File: config.mk
export PLATFORM = sky130hd
export DESIGN_NAME = uart_tx
export DESIGN_NICKNAME = d
export VERILOG_FILES = /design/src/rtl/uart_pkg.sv /design/src/rtl/uart_baud_gen.sv /design/src/rtl/uart_tx.sv
export SDC_FILE = /design/constraint.sdc
export NUM_CORES = 1
export LEC_CHECK = 0
export CAP_MARGIN = 20
export CORE_MARGIN = 10
export CORE_UTILIZATION = 45
export CTS_BUF_LIST = sky130_fd_sc_hd__clkbuf_8
export CTS_CLUSTER_DIAMETER = 200
export CTS_CLUSTER_SIZE = 24
export DETAILED_ROUTE_END_ITERATION = 7
export PLACE_DENSITY = 0.66
export RECOVER_POWER = 25
export SYNTH_ARGS = -nofsm -noshare
export SYNTH_HDL_FRONTEND = slang
export SYNTH_SLANG_ARGS = --single-unit
File: constraint.sdc
create_clock -name clk -period 2 [get_ports clk]
set_input_delay 0.4 -clock clk [delete_from_list [all_inputs] [get_ports clk]]
set_output_delay 0.4 -clock clk [all_outputs]
set_load 0.01 [all_outputs]
File: src/rtl/uart_pkg.sv
// Shared definitions for the UART transmitter and receiver.
// Holds the frame-state encoding and the default link timing constants.
package uart_pkg;

    // 50 MHz clk_sys, 9600 baud, 16x oversampling
    localparam int UART_TICK_DIV   = 326;
    localparam int UART_OVERSAMPLE = 16;
    localparam int UART_DATA_BITS  = 8;

    typedef enum logic [2:0] {
        ST_IDLE   = 3'd0,
        ST_START  = 3'd1,
        ST_DATA   = 3'd2,
        ST_PARITY = 3'd3,
        ST_STOP   = 3'd4
    } uart_state_e;

    // Counter width for a counter wrapping at n-1; never narrower than one bit
    function automatic int cnt_width(input int n);
        return (n > 1) ? $clog2(n) : 1;
    endfunction

endpackage

File: src/rtl/uart_baud_gen.sv
// Free-running oversampling tick divider, shared by both ends of the link.
// tick is high for the single clk in which the divider sits at TICK_DIV-1.
module uart_baud_gen
    import uart_pkg::*;
#(
    parameter int TICK_DIV = UART_TICK_DIV
) (
    input  logic clk,
    input  logic rst,
    output logic tick
);

    localparam int              CW   = cnt_width(TICK_DIV);
    localparam logic [CW-1:0]   TERM = CW'(TICK_DIV - 1);

    logic [CW-1:0] div_cnt;

    // Divider counts 0..TICK_DIV-1 and wraps; it never resynchronises to frames
    always_ff @(posedge clk or negedge rst) begin
        if (!rst) begin
            div_cnt <= '0;
        end else if (div_cnt == TERM) begin
            div_cnt <= '0;
        end else begin
            div_cnt <= div_cnt + CW'(1);
        end
    end

    assign tick = (div_cnt == TERM);

endmodule

File: src/rtl/uart_tx.sv
// 8N1 UART transmitter with start/busy handshake; also sources the shared
// oversampling tick. Define UART_TX_PARITY_EN to insert an even-parity bit
// between the data bits and the stop bit (11-bit frame).
//
// state     | meaning
// ----------+------------------------------------------------------------
// ST_IDLE   | line high, waiting for tx_start
// ST_START  | line low; waits for first tick, then OVERSAMPLE ticks
// ST_DATA   | line = shift[0], LSB first, OVERSAMPLE ticks per bit
// ST_PARITY | line = even parity of the latched byte (parity build only)
// ST_STOP   | line high for OVERSAMPLE ticks; last tick ends the frame
module uart_tx
    import uart_pkg::*;
#(
    parameter int TICK_DIV   = UART_TICK_DIV,
    parameter int OVERSAMPLE = UART_OVERSAMPLE,
    parameter int DATA_BITS  = UART_DATA_BITS
) (
    input  logic                 clk,
    input  logic                 rst,
    input  logic [DATA_BITS-1:0] din,
    input  logic                 tx_start,
    output logic                 tx,
    output logic                 tx_busy,
    output logic                 tx_done,
    output logic                 tick
);

    localparam int               TCW       = cnt_width(OVERSAMPLE);
    localparam int               BCW       = cnt_width(DATA_BITS + 1);
    localparam logic [TCW-1:0]   TICK_LAST = TCW'(OVERSAMPLE - 1);
    localparam logic [BCW-1:0]   BIT_LAST  = BCW'(DATA_BITS - 1);

    uart_state_e          state;
    uart_state_e          state_nxt;
    logic [TCW-1:0]       tick_cnt;
    logic [BCW-1:0]       bit_cnt;
    logic [DATA_BITS-1:0] shift;
    logic                 aligned;
    logic                 accept;
    logic                 bit_end;

    uart_baud_gen #(
        .TICK_DIV (TICK_DIV)
    ) u_baud_gen (
        .clk  (clk),
        .rst  (rst),
        .tick (tick)
    );

    // Only IDLE accepts; the frame-end cycle is still STOP, so a request there is dropped
    assign accept  = (state == ST_IDLE) && tx_start;
    assign bit_end = tick && aligned && (tick_cnt == TICK_LAST);

    // State register
    always_ff @(posedge clk or negedge rst) begin
        if (!rst) begin
            state <= ST_IDLE;
        end else begin
            state <= state_nxt;
        end
    end

    // Bit timing, bit index and shift register. The first tick after accept only
    // aligns the start bit to the divider, so the start bit is never shorter than
    // a full bit; a tick landing in the accept cycle itself already counts as aligned.
    always_ff @(posedge clk or negedge rst) begin
        if (!rst) begin
            tick_cnt <= '0;
            bit_cnt  <= '0;
            shift    <= '0;
            aligned  <= 1'b0;
        end else if (accept) begin
            tick_cnt <= '0;
            bit_cnt  <= '0;
            shift    <= din;
            aligned  <= tick;
        end else if ((state != ST_IDLE) && tick) begin
            if (!aligned) begin
                aligned <= 1'b1;
            end else if (tick_cnt == TICK_LAST) begin
                tick_cnt <= '0;
                if (state == ST_DATA) begin
                    shift   <= shift >> 1;
                    bit_cnt <= (bit_cnt == BIT_LAST) ? '0 : bit_cnt + BCW'(1);
                end
            end else begin
                tick_cnt <= tick_cnt + TCW'(1);
            end
        end
    end

`ifdef UART_TX_PARITY_EN
    logic parity_bit;

    // Even parity captured with the byte so later din changes cannot disturb it
    always_ff @(posedge clk or negedge rst) begin
        if (!rst) begin
            parity_bit <= 1'b0;
        end else if (accept) begin
            parity_bit <= ^din;
        end
    end
`endif

    // Next-state logic
    always_comb begin
        state_nxt = state;
        case (state)
            ST_IDLE: begin
                if (accept) state_nxt = ST_START;
            end
            ST_START: begin
                if (bit_end) state_nxt = ST_DATA;
            end
            ST_DATA: begin
                if (bit_end && (bit_cnt == BIT_LAST)) begin
`ifdef UART_TX_PARITY_EN
                    state_nxt = ST_PARITY;
`else
                    state_nxt = ST_STOP;
`endif
                end
            end
`ifdef UART_TX_PARITY_EN
            ST_PARITY: begin
                if (bit_end) state_nxt = ST_STOP;
            end
`endif
            ST_STOP: begin
                if (bit_end) state_nxt = ST_IDLE;
            end
            default: state_nxt = ST_IDLE;
        endcase
    end

    // Outputs; busy drops together with the done pulse in the last stop-bit clk
    always_comb begin
        tx      = 1'b1;
        tx_busy = (state != ST_IDLE);
        tx_done = 1'b0;
        case (state)
            ST_START: tx = 1'b0;
            ST_DATA:  tx = shift[0];
`ifdef UART_TX_PARITY_EN
            ST_PARITY: tx = parity_bit;
`endif
            ST_STOP: begin
                tx = 1'b1;
                if (bit_end) begin
                    tx_done = 1'b1;
                    tx_busy = 1'b0;
                end
            end
            default: tx = 1'b1;
        endcase
    end

endmodule

==> results of run 1 <==
==> cells in the mapped netlist <==
cell,instances,area [µm²]
o41ai_1,2,17.5
nor2b_1,1,6.26
o31ai_1,1,7.51
and4b_1,1,10.0
nor4b_4,1,23.8
nor4_1,1,6.26
ha_1,4,50.1
or3b_2,2,17.5
a22o_1,2,17.5
dfrtp_1,29,726
buf_6,1,11.3
mux2_2,7,78.8
or3_1,3,18.8
o22a_1,1,8.76
nor3_1,1,5.00
or4b_4,1,13.8
o21ai_0,5,25.0
a2111oi_0,1,8.76
o311ai_0,1,8.76
or4b_1,1,10.0
nand3_1,8,40.0
nand4_1,3,18.8
and3_1,5,31.3
a41oi_1,1,8.76
mux2_1,1,11.3
xor2_1,3,26.3
mux2i_1,2,20.0
o22ai_1,1,6.26
a21oi_1,2,10.0
and2_1,3,18.8
buf_2,2,10.0
nor3_2,1,10.0
or4_1,1,7.51
nand2_1,9,33.8
xnor2_1,4,35.0
clkbuf_1,3,11.3
mux2_4,6,90.1
or2_2,1,6.26
inv_1,2,7.51
a21o_1,2,15.0
a31oi_1,1,6.26
nor2_1,14,52.6
==> what timing repair did <==
item | in CTS | in global routing
pin swaps | 9 | 8
resized for setup | 20 | 5
setup endpoints to repair | 12 | 14
setup buffers | 8 | 2
cloned | 1 | 0
==> final cells by class <==
type                            instances  area share [%]
Timing Repair Buffer                   49            19.5
Clock inverter                          2            1.57
Tap cell                               46            2.68
Clock buffer                            6            3.84
Multi-Input combinational cell        105            38.3
Inverter                                2           0.349
Sequential cell                        29            33.8
==> logic make-up (layout without fill, tap and decap cells) <==
kind of cell	after synthesis	in the layout	share of synthesized area (%)
compound gates	20	20	9.06
buf+inv	8	59	2.59
mux	16	16	12.9
simple gates	57	58	21.3
xor+xnor	7	7	3.96
fa+ha+maj	4	4	3.23
flops	29	29	46.9
==> state kept, by name (all words and copies together) (netlist names) <==
| signal | count |
|---|---|
| bit_cnt | 4 |
| u_baud_gen.div_cnt | 9 |
| aligned | 1 |
| state | 3 |
| shift | 8 |
| tick_cnt | 4 |
==> worst max path at each step <==
stage                                startpoint       end  depth (start not counted)
final                     u_baud_gen.div_cnt[1]   tx_done                          8
after global routing      u_baud_gen.div_cnt[1]   tx_busy                          8
after global placement                 tx_start  shift[0]                          4
after floorplan           u_baud_gen.div_cnt[1]  shift[1]                          8
after detailed placement  u_baud_gen.div_cnt[0]   tx_busy                          7
after CTS                 u_baud_gen.div_cnt[0]  state[2]                         12
==> metal layers <==
metal  wire length (µm)  track usage (%)  part of all wire [%]
met5                  0                0                     0
met4                 96             5.91                   2.7
met3                125             3.99                   3.5
met2               1760             19.9                    50
met1               1550             13.0                    44
==> where the power goes <==
part	total, mW	internal, mW	switching, mW
combinational	0.0333	0.0176	0.0156
clock	0.625	0.400	0.224
sequential	0.587	0.587	0
==> worst max-delay path, delay by kind of cell (launching register included) <==
kind	cells	cell delay [ps]
AND/OR/NAND/NOR	4	580
buffers and inverters	3	310
adder cells (fa/ha/maj)	1	150
flip-flops	1	370
==> metrics.md, run 1 <==
| Metric | Value |
|---|---|
| Power Density | 579 nW/µm² |
| Final hold violation count | 0 |
| Slew @ Worst Pin | 722 ps |
| Area post-placement | between 1500 and 2000 µm² |
| Antenna Nets Post-Route | 0 |
| Via-per-instance ratio | 5.30 |
| Reg area | 727 µm² |
| # DRC | 0 |
| Ports | 15 |
| HP Start | shift[0] |
| Synthesized area | 1550 µm² |
| Post-synthesis instance total | 141 |
| Vias in the first global route | roughly 1300 |
| Layout cells sized above 1 | 36.8% |
| Final setup fails | 9 |
| Max Clk Rate | approximately 480 MHz |
| Starting DRT DRC Count | 96 |
| Mapped Avg Cell Area | 11.0 µm² |
| Die height | between 70 and 80 µm |
| Die ar. | 6190 µm² |
| Gpl congestion | between 0.8 and 0.9 |
| Dpl cells | between 200 and 250 |
| Critical path arrival | 1680 ps |
| DP HPWL | 2.42 mm |
| Initial antenna violation count | 0 |
| IO Port Bufs | 14 |
| Synth warn | 0 |
| Clock sinks | 29 |
| Mapped Nets | 156 |
| Average wire per standard cell | around 15 µm |
| Core Rows | 21 |
| Core Util, Final | 64.4% |
| Clk pin slew, worst setup/hold paths | roughly 70 ps |
| RSZ-0062 raised after global routing | true |
| Congestion Overflow GR | 0 |
| Fin Setup TNS | -436 ps |
| Commonest non-fill, non-tap cells in the layout | buf_4 (29), dfrtp_1 (28), nor2_1 (13) |
| Violated checks | setup timing |
| Max-slew headroom | 51.9% |
| Hold path cells | 1 |
| Cell Chain, Critical Path | inv_1 > ha_2 > and4b_2 > buf_4 > nand3_2 > nor2_2 > and3_1 > buf_2 |
| Flop-to-flop setup slack | -60 ps |
| Multi-input gate area | 822 µm² |
| # diodes | 0 |
| Hold_buf cts | 0 |
| Crit path kind | reg -> out |
| Drt pass-1 iters | 4 |
| Overall Power | 1.24 mW |
| Core footprint | 3340 µm² |
| Starting Density | 46.4% |
| Worst hold path class | reg -> reg |
| Critical path's largest stage delay | 370 ps |
| Synth Register Bits | 29 |
| Clk Latency, worst-skew pair | 280 ps |
| Layout area overhead | 38.8% |
| CP endpoint kind | primary output |
| Non-Filler Instances | 239 |
| Max rail drop VDD | 0.400 mV |
| R2R cell count | 7 |
| CTS tree | built |
| Worst r2r dst | shift[0] |
| Final WS setup | -81.8 ps |
| Worst r2r src | u_baud_gen.div_cnt[1] |
| Yosys cell types | 42 |
| Clk root buf | clkbuf_8 |
| CTS H-tree lvls | 2 |
| LEAKAGE | between 1 and 1.5 nW |
| Via count | roughly 1300 |
| Status | complete, but fails checks |
| Max Fanout on Critical Path | 2 |
| Pin count of the biggest net entering global routing | 30 |
| Commonest non-fill, non-tap cell in the layout | buf_4 |
| CP required | 1600 ps |
| Fillers | approximately 280 |
| Wirelength, routed | between 3 and 4 mm |
| Worst clock skew | about 6.1 ps |
| Pre-CTS setup slack | -176 ps |
| Max Root-Sink Buffers | 2 |
| Die width | 78.6 µm |
| Worst hold margin | slightly below 500 ps |
| Sequential area share after synthesis | 46.9% |
| Num CTS Buffers | 5 |
| Period utilisation layout | 104% |
| First-pass GRT wire length | 5.84 mm |
| Final #Nets | just over 200 |
| Max-cap violations | 0 |
| Gr usage total | 11.8% |
| CP max-delay cell | dfrtp_1 |
| Max Slew Vio Count | 0 |
| Final Critical Period | 2080 ps |
| Final Instance Area | 2150 µm² |
| Hold Path End | shift[0] |
| Startpoint types | flop |
Power figures use the tool's default switching activity.
==> run 2, diff against run 1 <==
Settings changed: CORE_UTILIZATION 45 to 53, PLACE_DENSITY 0.66 to 0.76, SLEW_MARGIN set to 10.
==> run 2 against run 1 <==
  * The run still ends with setup timing left
  * Wire length is 8.7% higher
  * Clock power fell by 5.8%
  * Sequential share of layout area rose by 0.36 points
  * Utilization rose by 12 points
  * Sequential power barely moved
  * Critical path type is now reg -> reg
==> metrics.md, run 2 (synthesis results as in run 1) <==
| Metric | Value |
|---|---|
| RSZ-0062 raised after global routing | true |
| Critical path's largest stage delay | 590 ps |
| Critical path arrival | 2300 ps |
| DP HPWL | 2.44 mm |
| Clk pin slew, worst setup/hold paths | 70 ps |
| GR Util met2 | roughly a quarter |
| Initial antenna violation count | 0 |
| Clk root buf | clkbuf_8 |
| Commonest non-fill, non-tap cell in the layout | buf_4 |
| Congestion Overflow GR | 0 |
| # DRC | 0 |
| Largest regs | u_baud_gen.div_cnt: 9 flops, shift: 8 flops |
| Dpl cells | 203 |
| Num CTS Buffers | 5 |
| Starting Density | 55.6% |
| Buf/Inv on CP | 2 |
| Status | complete, but fails checks |
| Die height | 74.0 µm |
| Final Critical Period | between 2000 and 2500 ps |
| Period utilisation layout | 107% |
| First-pass GRT wire length | between 6 and 7 mm |
| Worst path top cell family by delay | simple AND/OR/NAND/NOR gates |
| Core footprint | 2780 µm² |
| Non-Filler Instances | 222 |
| Max-cap violations | 0 |
| Final #Nets | roughly 210 |
| Final hold violation count | 0 |
| CP required | 2170 ps |
| Wirelength, routed | ~3.8 mm |
| Fin Setup TNS | -1060 ps |
| Clk Latency, worst-skew pair | roughly 280 ps |
| Via count | 1279 |
| Final WS setup | -135 ps |
| Via-per-instance ratio | about 5.8 |
| Startpoint types | flop |
| Slew @ Worst Pin | ~710 ps |
| Cell Chain, Critical Path | inv_1 > ha_2 > and4b_2 > buf_6 > a31oi_4 > or4b_4 > mux2_4 |
| Final setup fails | 12 |
| Busiest grt layer | met2 |
| CP max-delay cell | or4b_4 |
| Core Util, Final | 76.6% |
| Core Rows | 19 |
| CTS H-tree lvls | 2 |
| Pin count of the biggest net entering global routing | 30 |
| Die ar. | between 5000 and 6000 µm² |
| Worst hold path class | reg -> reg |
| Met3 Use GR | 5.72% |
| Max Root-Sink Buffers | 2 |
| Gpl congestion | approximately 0.87 |
| Layout cells sized above 1 | 39.3% |
| Gr usage total | 14.9% |
| Layout area overhead | 37.6% |
| Reg with most FFs | u_baud_gen.div_cnt |
| Max-slew headroom | between 50% and 60% |
| Vias in the first global route | 1300 |
| Max Clk Rate | between 400 and 500 MHz |
| LEAKAGE | about 1 nW |
| Die width | 74.0 µm |
| IO Port Bufs | 14 |
| Clock sinks | 29 |
| Max Slew Vio Count | 0 |
| CP endpoint kind | flop |
| CTS tree | built |
| Average wire per standard cell | about 17 µm |
| Max reg flops | 9 |
| Commonest non-fill, non-tap cells in the layout | buf_4 (28), dfrtp_1 (27), nor2_1 (13) |
| Starting DRT DRC Count | between 80 and 90 |
| Hold_buf cts | 0 |
| Max Fanout on Critical Path | 6 |
| Grt met1 use | 17.2% |
| Antenna Nets Post-Route | 0 |
| Max rail drop VDD | 0.793 mV |
| Power Density | 567 nW/µm² |
| Drt pass-1 iters | 4 |
| Worst clock skew | 4.93 ps |
| Ports | 15 |
| Violated checks | setup timing |
| Crit path kind | reg -> reg |
| # diodes | 0 |
| Pre-CTS setup slack | -183 ps |
[run 2: worst register-to-register path, stage by stage, from the launching register on]
cell and delay, ps:
dfrtp_1 380, inv_1 70, ha_2 170, and4b_2 270
buf_6 120, a31oi_4 90, or4b_4 590, mux2_4 330
[run 2: final timing paths]
kind | start | end | slack, ps | depth (start not counted)
setup / recovery | u_baud_gen.div_cnt[1] | shift[1] | -130 | 7
hold / removal | shift[4] | shift[4] | 510 | 1
setup reg to reg | u_baud_gen.div_cnt[1] | shift[1] | -130 | 7
hold reg to reg | shift[4] | shift[4] | 510 | 1
max in group asynchronous | rst | state[1] | 800 | 2
min in group asynchronous | rst | u_baud_gen.div_cnt[2] | 700 | 2
[run 2: cell type report]
type | count | area [µm²]
multi-input combinational | 105 | 841
fill | 185 | 652
inverter | 2 | 7.51
clock inverter | 2 | 35.0
sequential | 29 | 728
tap | 31 | 38.8
clock buffer | 5 | 68.8
timing repair buffer | 48 | 410
[run 2: metal layers]
metal,wire [µm],share of wire (%),vias to the layer above
met4,75,2.0,0
met1,1630,42,618
li1,-,-,616
met2,1890,49,38
met5,0,0,-
met3,240,6.2,7
[run 2: power breakdown]
part,internal (mW),switching [mW]
registers,0.587,0
clock network,0.361,0.227
logic,0.0176,0.0156
total,0.966,0.243
[run 2: through the flow]
step	power (mW)	instance area [µm²]	hold slack (ps)
detailed placement	0.632	1890	487
CTS	1.22	2100	512
floorplan	0.599	1560	104
global placement	0.631	1890	479
global route	1.24	2130	524
finish	1.21	2130	511
[run 2: repair_timing]
| action | in CTS | in global routing |
|---|---|---|
| endpoints found under the setup margin | 15 | 16 |
| setup buffers | 9 | 3 |
| pin swaps | 6 | 9 |
| resized for setup | 23 | 5 |
| cloned | 1 | 0 |
